===== src/rtl/frame_trigger_ctrl.sv =====
// frame_trigger_ctrl: frame-start pulse generator gated on FIFO drain and SPI idle,
// with a minimum inter-frame gap, frame counting and an optional stop after N frames.
module frame_trigger_ctrl #(
    parameter int PULSE_W = 1,
    parameter int MIN_GAP = 16,
    parameter int CNT_W   = 16
) (
    input  logic             clk,
    input  logic             rst_n,
    input  logic             enable,
    input  logic             command_fifo_empty,
    input  logic             spi_idle_fd,
    input  logic [CNT_W-1:0] frame_limit,
    output logic             nframe_output,
    output logic [CNT_W-1:0] frame_cnt,
    output logic             busy,
    output logic             done
);
    typedef enum logic [2:0] {IDLE, ARMED, PULSE, GAP, DONE} state_t;
    state_t state, state_nxt, eof_state;
    logic [15:0] tmr, tmr_nxt;
    logic [CNT_W-1:0] cnt_nxt;
    logic last_pulse, last_gap;
    assign last_pulse = tmr == 16'(PULSE_W - 1);
    assign last_gap   = tmr == 16'(MIN_GAP - 1);
    // frame_limit only matters here, at the end of a frame
    assign eof_state  = (enable && frame_limit != '0 && frame_cnt >= frame_limit) ? DONE : IDLE;
    always_comb begin
        state_nxt = state;
        tmr_nxt   = '0;
        cnt_nxt   = (!enable && (state == IDLE || state == ARMED || state == DONE)) ? '0 : frame_cnt;
        case (state)
            IDLE:  state_nxt = (enable && command_fifo_empty) ? ARMED : IDLE;
            ARMED: begin
                if (!enable || !command_fifo_empty) state_nxt = IDLE;
                else if (spi_idle_fd) begin
                    state_nxt = PULSE;
                    cnt_nxt   = frame_cnt + CNT_W'(1);
                end
            end
            PULSE: begin
                tmr_nxt = last_pulse ? '0 : tmr + 16'd1;
                if (last_pulse) state_nxt = (MIN_GAP > 0) ? GAP : eof_state;
            end
            GAP: begin
                tmr_nxt = tmr + 16'd1;
                if (last_gap) state_nxt = eof_state;
            end
            DONE:    state_nxt = enable ? DONE : IDLE;
            default: state_nxt = IDLE;
        endcase
    end
    always_ff @(posedge clk) begin
        if (!rst_n) begin
            state     <= IDLE;
            tmr       <= '0;
            frame_cnt <= '0;
        end else begin
            state     <= state_nxt;
            tmr       <= tmr_nxt;
            frame_cnt <= cnt_nxt;
        end
    end
    assign nframe_output = state == PULSE;
    assign busy          = state == ARMED || state == PULSE || state == GAP;
    assign done          = state == DONE;
endmodule


===== config.mk =====
export PLATFORM = sky130hd
export DESIGN_NAME = frame_trigger_ctrl
export DESIGN_NICKNAME = d
export VERILOG_FILES = /design/src/rtl/frame_trigger_ctrl.sv
export SDC_FILE = /design/constraint.sdc
export NUM_CORES = 1
export LEC_CHECK = 0
export CELL_PAD_IN_SITES_DETAIL_PLACEMENT = 0
export CELL_PAD_IN_SITES_GLOBAL_PLACEMENT = 2
export CORE_MARGIN = 3
export CORE_UTILIZATION = 32
export CTS_BUF_LIST = sky130_fd_sc_hd__clkbuf_4 sky130_fd_sc_hd__clkbuf_8
export DETAILED_ROUTE_END_ITERATION = 10
export GPL_ROUTABILITY_DRIVEN = 0
export PLACE_DENSITY = 0.91
export SYNTH_ARGS = -nofsm -noshare
export SYNTH_HDL_FRONTEND = slang
export SYNTH_SLANG_ARGS = --single-unit

===== constraint.sdc =====
create_clock -name clk -period 2.5 [get_ports clk]
set_clock_uncertainty 0.1 [all_clocks]
set_input_delay 0.75 -clock clk [delete_from_list [all_inputs] [get_ports clk]]
set_output_delay 0.75 -clock clk [all_outputs]
set_load 0.05 [all_outputs]

==> flow_summary.yaml, run 1 <==
run_status:
  outcome: "finished clean"
synthesis:
  synth_top_area_share_pct: 32.0
  synth-main-ff-cell: "dfxtp_1"
  syn-num-nets: 305
  syn-cell-area_sq_mm: 0.00219
  ys_ff_latch: 35
  yosys_warnings: 0
  synth_area_leader_cell: "dfxtp_1"
  synth_cell_types: 49
  synthAdderAreaFrac_pct: 10.9
  synth_top_family_by_area: "simple AND/OR/NAND/NOR gates"
  yosys.area_share.xor_xnor_pct: 4.80
  avgSynthCellArea_sq_um: 8.26
  synth-compound-area-share_pct: 13.7
  synth_cells: 265
  synth.area.top_cells: "dfxtp_1 32%, ha_1 11%, nor2_1 3.9%"
  synthSimpleGateAreaFrac_pct: 31.3
  synth_edf_count: 0
  async_flop_share_pct: 0
  synthMuxAreaShare_pct: 1.94
  yosysSeqAreaShare_pct: 32.0
worst_setup_path:
  cp.required_ps: 1650
  start_kind: "register"
  worst-path-buf-inv: 1
  crit_cells: 1
  path_class: "reg -> out"
  max_stage_delay_ps: 850
  cp_slowest_cell: "clkdlybuf4s50_1"
  crit_arrival_ps: 1570
  cp_cell_sequence: "clkdlybuf4s50_1"
  reg2regPathDepth: 5
  cp_max_fo: 5
  cp_top_family: "buffers and inverters"
  critPathCaptureType: "output port"
placement:
  portBuffers: 39
  placed_cells: 395
  place_ws_ps: -199
  hpwl_microns: 4510
drt:
  drc_errors: 0
  wire_per_inst_microns: 14.1
  drt-initial-drc-count: 95
  vias: 2073
  drt-pass1-iter-count: 4
  via_per_inst: 5.14
  ant_nets: 0
  wl_microns: 5660
finish:
  finalNetCount: 365
  fill_cells: 657
  seq_area_sq_um: 701
  area_delta_synth_final_pct: 32.3
  layout-drive-gt1-share_pct: 13.8
  insertedDiodeCount: 0
  multi_input_area_sq_mm: 0.00138
  final_cells: 403
clocking:
  cts.sinks: 35
  cts_resized: 0
  clock_latency_ps: 290
  holdBufCountCts: 0
  post_cts_buffers: 0
  h-tree-depth: 2
  cts.path.max_buffers: 2
  numCtsBuffers: 5
  clkSlewWorstSetupHoldPaths_ps: 70
  cts_tree: "built"
  cts_root_buf: "clkbuf_8"
timing:
  drv_slew: 0
  finalCriticalPeriod_ps: 2420
  timing.final.ws_setup_ps: 76.7
  max_slew_margin_pct: 64.8
  setup_viol: 0
  period_share_pct: 96.9
  tightest_slew_ps: 526
  rsz0062_at_grt: "false"
  fmaxAchievable_ghz: 0.413
  hold_viol_final: 0
global_route:
  grt_overflow: 0
  gr-usage-all-layers_pct: 15.6
  grt_max_degree: 17
  grt_pass1_vias: 2023
  grt_first_pass_wirelength_microns: 9560
  antenna_found_initial: 0
floorplanning:
  start_util_pct: 33.7
  io_pins: 40
  num_rows: 29
  die_w_microns: 88.7
  core_area_sq_mm: 0.00649
  dieArea_sq_mm: 0.00787
  die_h_microns: 88.7
power_and_ir_drop:
  p_leak_nw: 1.19
  pwr-share-comb_pct: 8.8
  p_int_w: 0.000875
  swShare_pct: 22.6
  p_seq_share_pct: 49.6
  net-switching-power_w: 0.000256
  p_per_area_mw_per_mm2: 391
  power_frac_clock_pct: 41.7
  total_power_w: 0.00113
  vdd_drop_max_mv: 0.170
hold_path:
  worstHoldPathCells: 2
  min_path_type: "reg -> reg"
run:
  cap_viol_max_count: 0
-- metal layers --
| metal | global-route usage [%] | up-vias | routed length [microns] |
|---|---|---|---|
| met4 | 5.91 | 0 | 131 |
| met3 | 3.26 | 9 | 321 |
| met2 | 25.3 | 44 | 2530 |
| li1 | - | 1093 | - |
| met5 | 0 | - | 0 |
| met1 | 20.3 | 927 | 2680 |
-- final cells by class --
| type | count | area share (%) |
|---|---|---|
| well taps | 77 | 3.33 |
| flip-flops and latches | 35 | 24.2 |
| repair buffers | 59 | 18.5 |
| clock buffers | 8 | 3.59 |
| multi-input cells | 202 | 47.5 |
| inverters | 22 | 2.85 |
-- cells in the mapped netlist, types with 10 or more instances --
cell,count
dfxtp_1,35
nor2_1,23
inv_1,21
nand2_1,21
ha_1,19
nand3_1,13
a21oi_1,11
nand4_1,11
o21ai_0,11
and3_1,10
nor4_1,10
-- logic make-up after synthesis --
group           after synthesis
flops                        35
compound gates               44
mux                           4
fa+ha+maj                    19
buf+inv                      28
xor+xnor                     12
simple gates                123
-- cell usage in the layout (no fill, tap or decap), drive strengths merged, types with 6 or more instances in the layout --
| cell | instances |
|---|---|
| dfxtp | 35 |
| clkdlybuf4s50 | 32 |
| xnor2 | 6 |
| nand3 | 13 |
| nor2 | 23 |
| ha | 19 |
| a21oi | 11 |
| or3 | 6 |
| inv | 21 |
| o21ai | 11 |
| buf | 27 |
| xor2 | 6 |
| o211ai | 6 |
| nand2 | 21 |
| nor4 | 10 |
| and3 | 11 |
| clkbuf | 8 |
| nand4 | 12 |
| or4 | 6 |
-- flip-flops by register name, indices dropped and copies added (netlist names) --
name / count
tmr: 16
state: 3
frame_cnt: 16
-- worst paths after layout --
check                                         startpoint                  to  slack [ps]
worst max register to register         tmr[0]$_SDFF_PN0_  tmr[10]$_SDFF_PN0_         520
worst min-delay path                  tmr[15]$_SDFF_PN0_  tmr[15]$_SDFF_PN0_         380
worst min register to register        tmr[15]$_SDFF_PN0_  tmr[15]$_SDFF_PN0_         380
worst max-delay path            frame_cnt[13]$_SDFF_PN0_       frame_cnt[13]          80
-- power by group through the flow --
stage	logic, W	registers (W)	clock network, W
after floorplan	0.0000400	0.000572	0
after global placement	0.0000992	0.000573	0
after detailed placement	0.0000996	0.000574	0
after CTS	0.000100	0.000560	0.000486
after global routing	0.000110	0.000561	0.000510
final	0.0000991	0.000561	0.000471
-- through the flow --
stage | hold slack (ps) | util, % | TNS [ps] | cell area, sq um
finish | 384 | 44.6 | 0 | 2900
detailed placement | 373 | 43.0 | -288 | 2790
floorplan | 351 | - | 0 | 2190
CTS | 385 | 44.6 | 0 | 2900
global placement | 362 | 43.0 | -245 | 2790
global route | 422 | 44.6 | 0 | 2900
No activity file was read; power rests on OpenSTA's default activity.
==> inputs of run 2 (changes only) <==
--- a/config.mk
+++ b/config.mk
@@ -7,7 +7,7 @@
 export LEC_CHECK = 0
 export CELL_PAD_IN_SITES_DETAIL_PLACEMENT = 0
 export CELL_PAD_IN_SITES_GLOBAL_PLACEMENT = 2
-export CORE_MARGIN = 3
+export CORE_MARGIN = 5
 export CORE_UTILIZATION = 32
 export CTS_BUF_LIST = sky130_fd_sc_hd__clkbuf_4 sky130_fd_sc_hd__clkbuf_8
 export DETAILED_ROUTE_END_ITERATION = 10
==> constraint.sdc (replaced) <==
create_clock -name clk -period 2.5 [get_ports clk]
set_clock_uncertainty 0.1 [all_clocks]
set_input_delay 0.75 -clock clk [delete_from_list [all_inputs] [get_ports clk]]
set_output_delay 0.75 -clock clk [all_outputs]
set_load 0.005 [all_outputs]
==> run 2 against run 1 <==
Against the previous run: final cell count up 0.74%; sequential power about the same; setup slack better by 7.8 ps; core utilization down 1.3 points; largest power group unchanged; non-clock buffer count up 1; via count up 3.1%; clock power down 10%; design area up 0.52%; critical path type unchanged; count of clock-buffer cells in the layout down 2.
==> flow_summary.yaml, run 2 (synthesized netlist as in run 1, its figures left out) <==
power_and_ir_drop:
  p_int_w: 0.000834
  p_per_area_mw_per_mm2: 373
  net-switching-power_w: 0.000252
  total_power_w: 0.00109
  p_leak_nw: 1.16
  swShare_pct: 23.2
  vdd_drop_max_mv: 0.193
  power_frac_clock_pct: 39.0
  pwr-share-comb_pct: 9.5
  p_seq_share_pct: 51.5
worst_setup_path:
  r2r-end: "tmr[8]$_SDFF_PN0_"
  cp-endpoint: "done"
  path_class: "reg -> out"
  cp_max_fo: 6
  start_kind: "register"
  cp_cell_sequence: "nor3b_4, clkdlybuf4s50_1"
  cp.required_ps: 1650
  critPathCaptureType: "output port"
  crit_arrival_ps: 1570
  timing.rr.start: "tmr[0]$_SDFF_PN0_"
  max_stage_delay_ps: 550
  rrSetupSlack_ps: 480
  reg2regPathDepth: 5
  cp_slowest_cell: "clkdlybuf4s50_1"
  startpoint: "state[2]$_SDFFE_PN0P_"
drt:
  vias: 2137
  drc_errors: 0
  via_per_inst: 5.26
  wl_microns: 5840
  drt-initial-drc-count: 107
  wire_per_inst_microns: 14.4
  route.met3.wl_microns: 307
  wirelength_met1_microns: 2740
  highest_layer: "met4"
  ant_nets: 0
  routed-wl-met2_microns: 2740
  drt-pass1-iter-count: 4
finish:
  insertedDiodeCount: 0
  fill_cells: 666
  finalNetCount: 366
  area_delta_synth_final_pct: 33.0
  largest_registers: "frame_cnt: 16 flops, tmr: 16 flops, state: 3 flops"
  final_cell_mix: "39 x clkdlybuf4s50_1, 35 x dfxtp_1, 23 x nor2_1"
  final_cells: 406
  layout-drive-gt1-share_pct: 12.3
  seq_area_sq_um: 701
  multi_input_area_sq_mm: 0.00139
  layout_commonest_cell: "clkdlybuf4s50_1"
clocking:
  cts_tree: "built"
  post_cts_buffers: 0
  cts.sinks: 35
  cts.path.max_buffers: 2
  clock_latency_ps: 290
  clkSlewWorstSetupHoldPaths_ps: 70
  h-tree-depth: 2
  holdBufCountCts: 0
  numCtsBuffers: 5
  cts_root_buf: "clkbuf_8"
timing:
  rsz0062_at_grt: "false"
  fmaxAchievable_ghz: 0.414
  max_slew_margin_pct: 67.8
  hold_viol_final: 0
  setup_viol: 0
  timing.final.ws_setup_ps: 84.5
  tightest_slew_ps: 480
  drv_slew: 0
  finalCriticalPeriod_ps: 2420
  period_share_pct: 96.6
floorplanning:
  io_pins: 40
  dieArea_sq_mm: 0.00859
  core_area_sq_mm: 0.00672
  die_w_microns: 92.7
  die_h_microns: 92.7
  start_util_pct: 32.6
  num_rows: 30
global_route:
  antenna_found_initial: 0
  grt_overflow: 0
  grt_first_pass_wirelength_microns: 9680
  grt_max_degree: 17
  gr-usage-all-layers_pct: 13.9
  grt_pass1_vias: 1979
placement:
  hpwl_microns: 4650
  portBuffers: 39
  placed_cells: 399
  place_ws_ps: -235
hold_path:
  min_path_type: "reg -> reg"
run_status:
  outcome: "finished clean"
run:
  cap_viol_max_count: 0
==> run 2: cell types whose count changed in the layout (fill, tap and decap cells not counted), sizes merged <==
cell,before,now
clkdlybuf4s50,32,39
clkbuf,8,6
buf,27,21
clkinv,1,2
==> run 2: layout make-up <==
cell class / instances / share of cell area, %
clock inverters: 1 / 0.172
flip-flops and latches: 35 / 24.1
clock buffers: 6 / 2.84
well taps: 80 / 3.44
multi-input cells: 202 / 47.8
inverters: 22 / 2.84
repair buffers: 60 / 18.8
==> run 2: how the worst min path moves through the flow <==
stage	start	endpoint	slack (ps)	depth (start not counted)
after global placement	tmr[15]$_SDFF_PN0_	tmr[15]$_SDFF_PN0_	360	2
after detailed placement	tmr[15]$_SDFF_PN0_	tmr[15]$_SDFF_PN0_	380	2
after global routing	tmr[0]$_SDFF_PN0_	tmr[0]$_SDFF_PN0_	430	1
after floorplan	tmr[0]$_SDFF_PN0_	tmr[0]$_SDFF_PN0_	350	1
final	tmr[15]$_SDFF_PN0_	tmr[15]$_SDFF_PN0_	400	2
after CTS	tmr[15]$_SDFF_PN0_	tmr[15]$_SDFF_PN0_	400	2
==> run 2: routing by layer <==
metal	track usage, %	vias up
met1	18.1	981
li1	-	1104
met2	23.1	44
met4	3.30	0
met3	3.66	8
met5	0	-
==> run 2: what timing repair did <==
item,in CTS,in global routing
resized for setup,1,4
pin swaps,0,0
endpoints found under the setup margin,1,2
cloned,0,0
==> run 2: stage by stage <==
stage	hold WS [ps]	util (%)	cell area (sq um)	TNS [ps]
final	402	43.3	2910	0
after global routing	431	43.3	2910	0
after CTS	399	43.1	2900	0
after detailed placement	378	41.7	2800	-235
after global placement	361	41.7	2800	-199
after floorplan	351	-	2190	0
==> run 2: critical path, delay by kind of cell, from the launching register on <==
kind | cells | cell delay (ps)
buffers and inverters | 1 | 550
AND/OR/NAND/NOR | 1 | 300
flip-flops | 1 | 430
==> run 2: power by group through the flow <==
stage	Clock, W	Sequential, W	Combinational (W)
5_1_grt	0.000465	0.000559	0.000115
2_1_floorplan	0	0.000572	0.0000358
3_5_place_dp	0	0.000572	0.000103
3_3_place_gp	0	0.000572	0.000103
4_1_cts	0.000439	0.000559	0.000104
6_report	0.000423	0.000560	0.000103
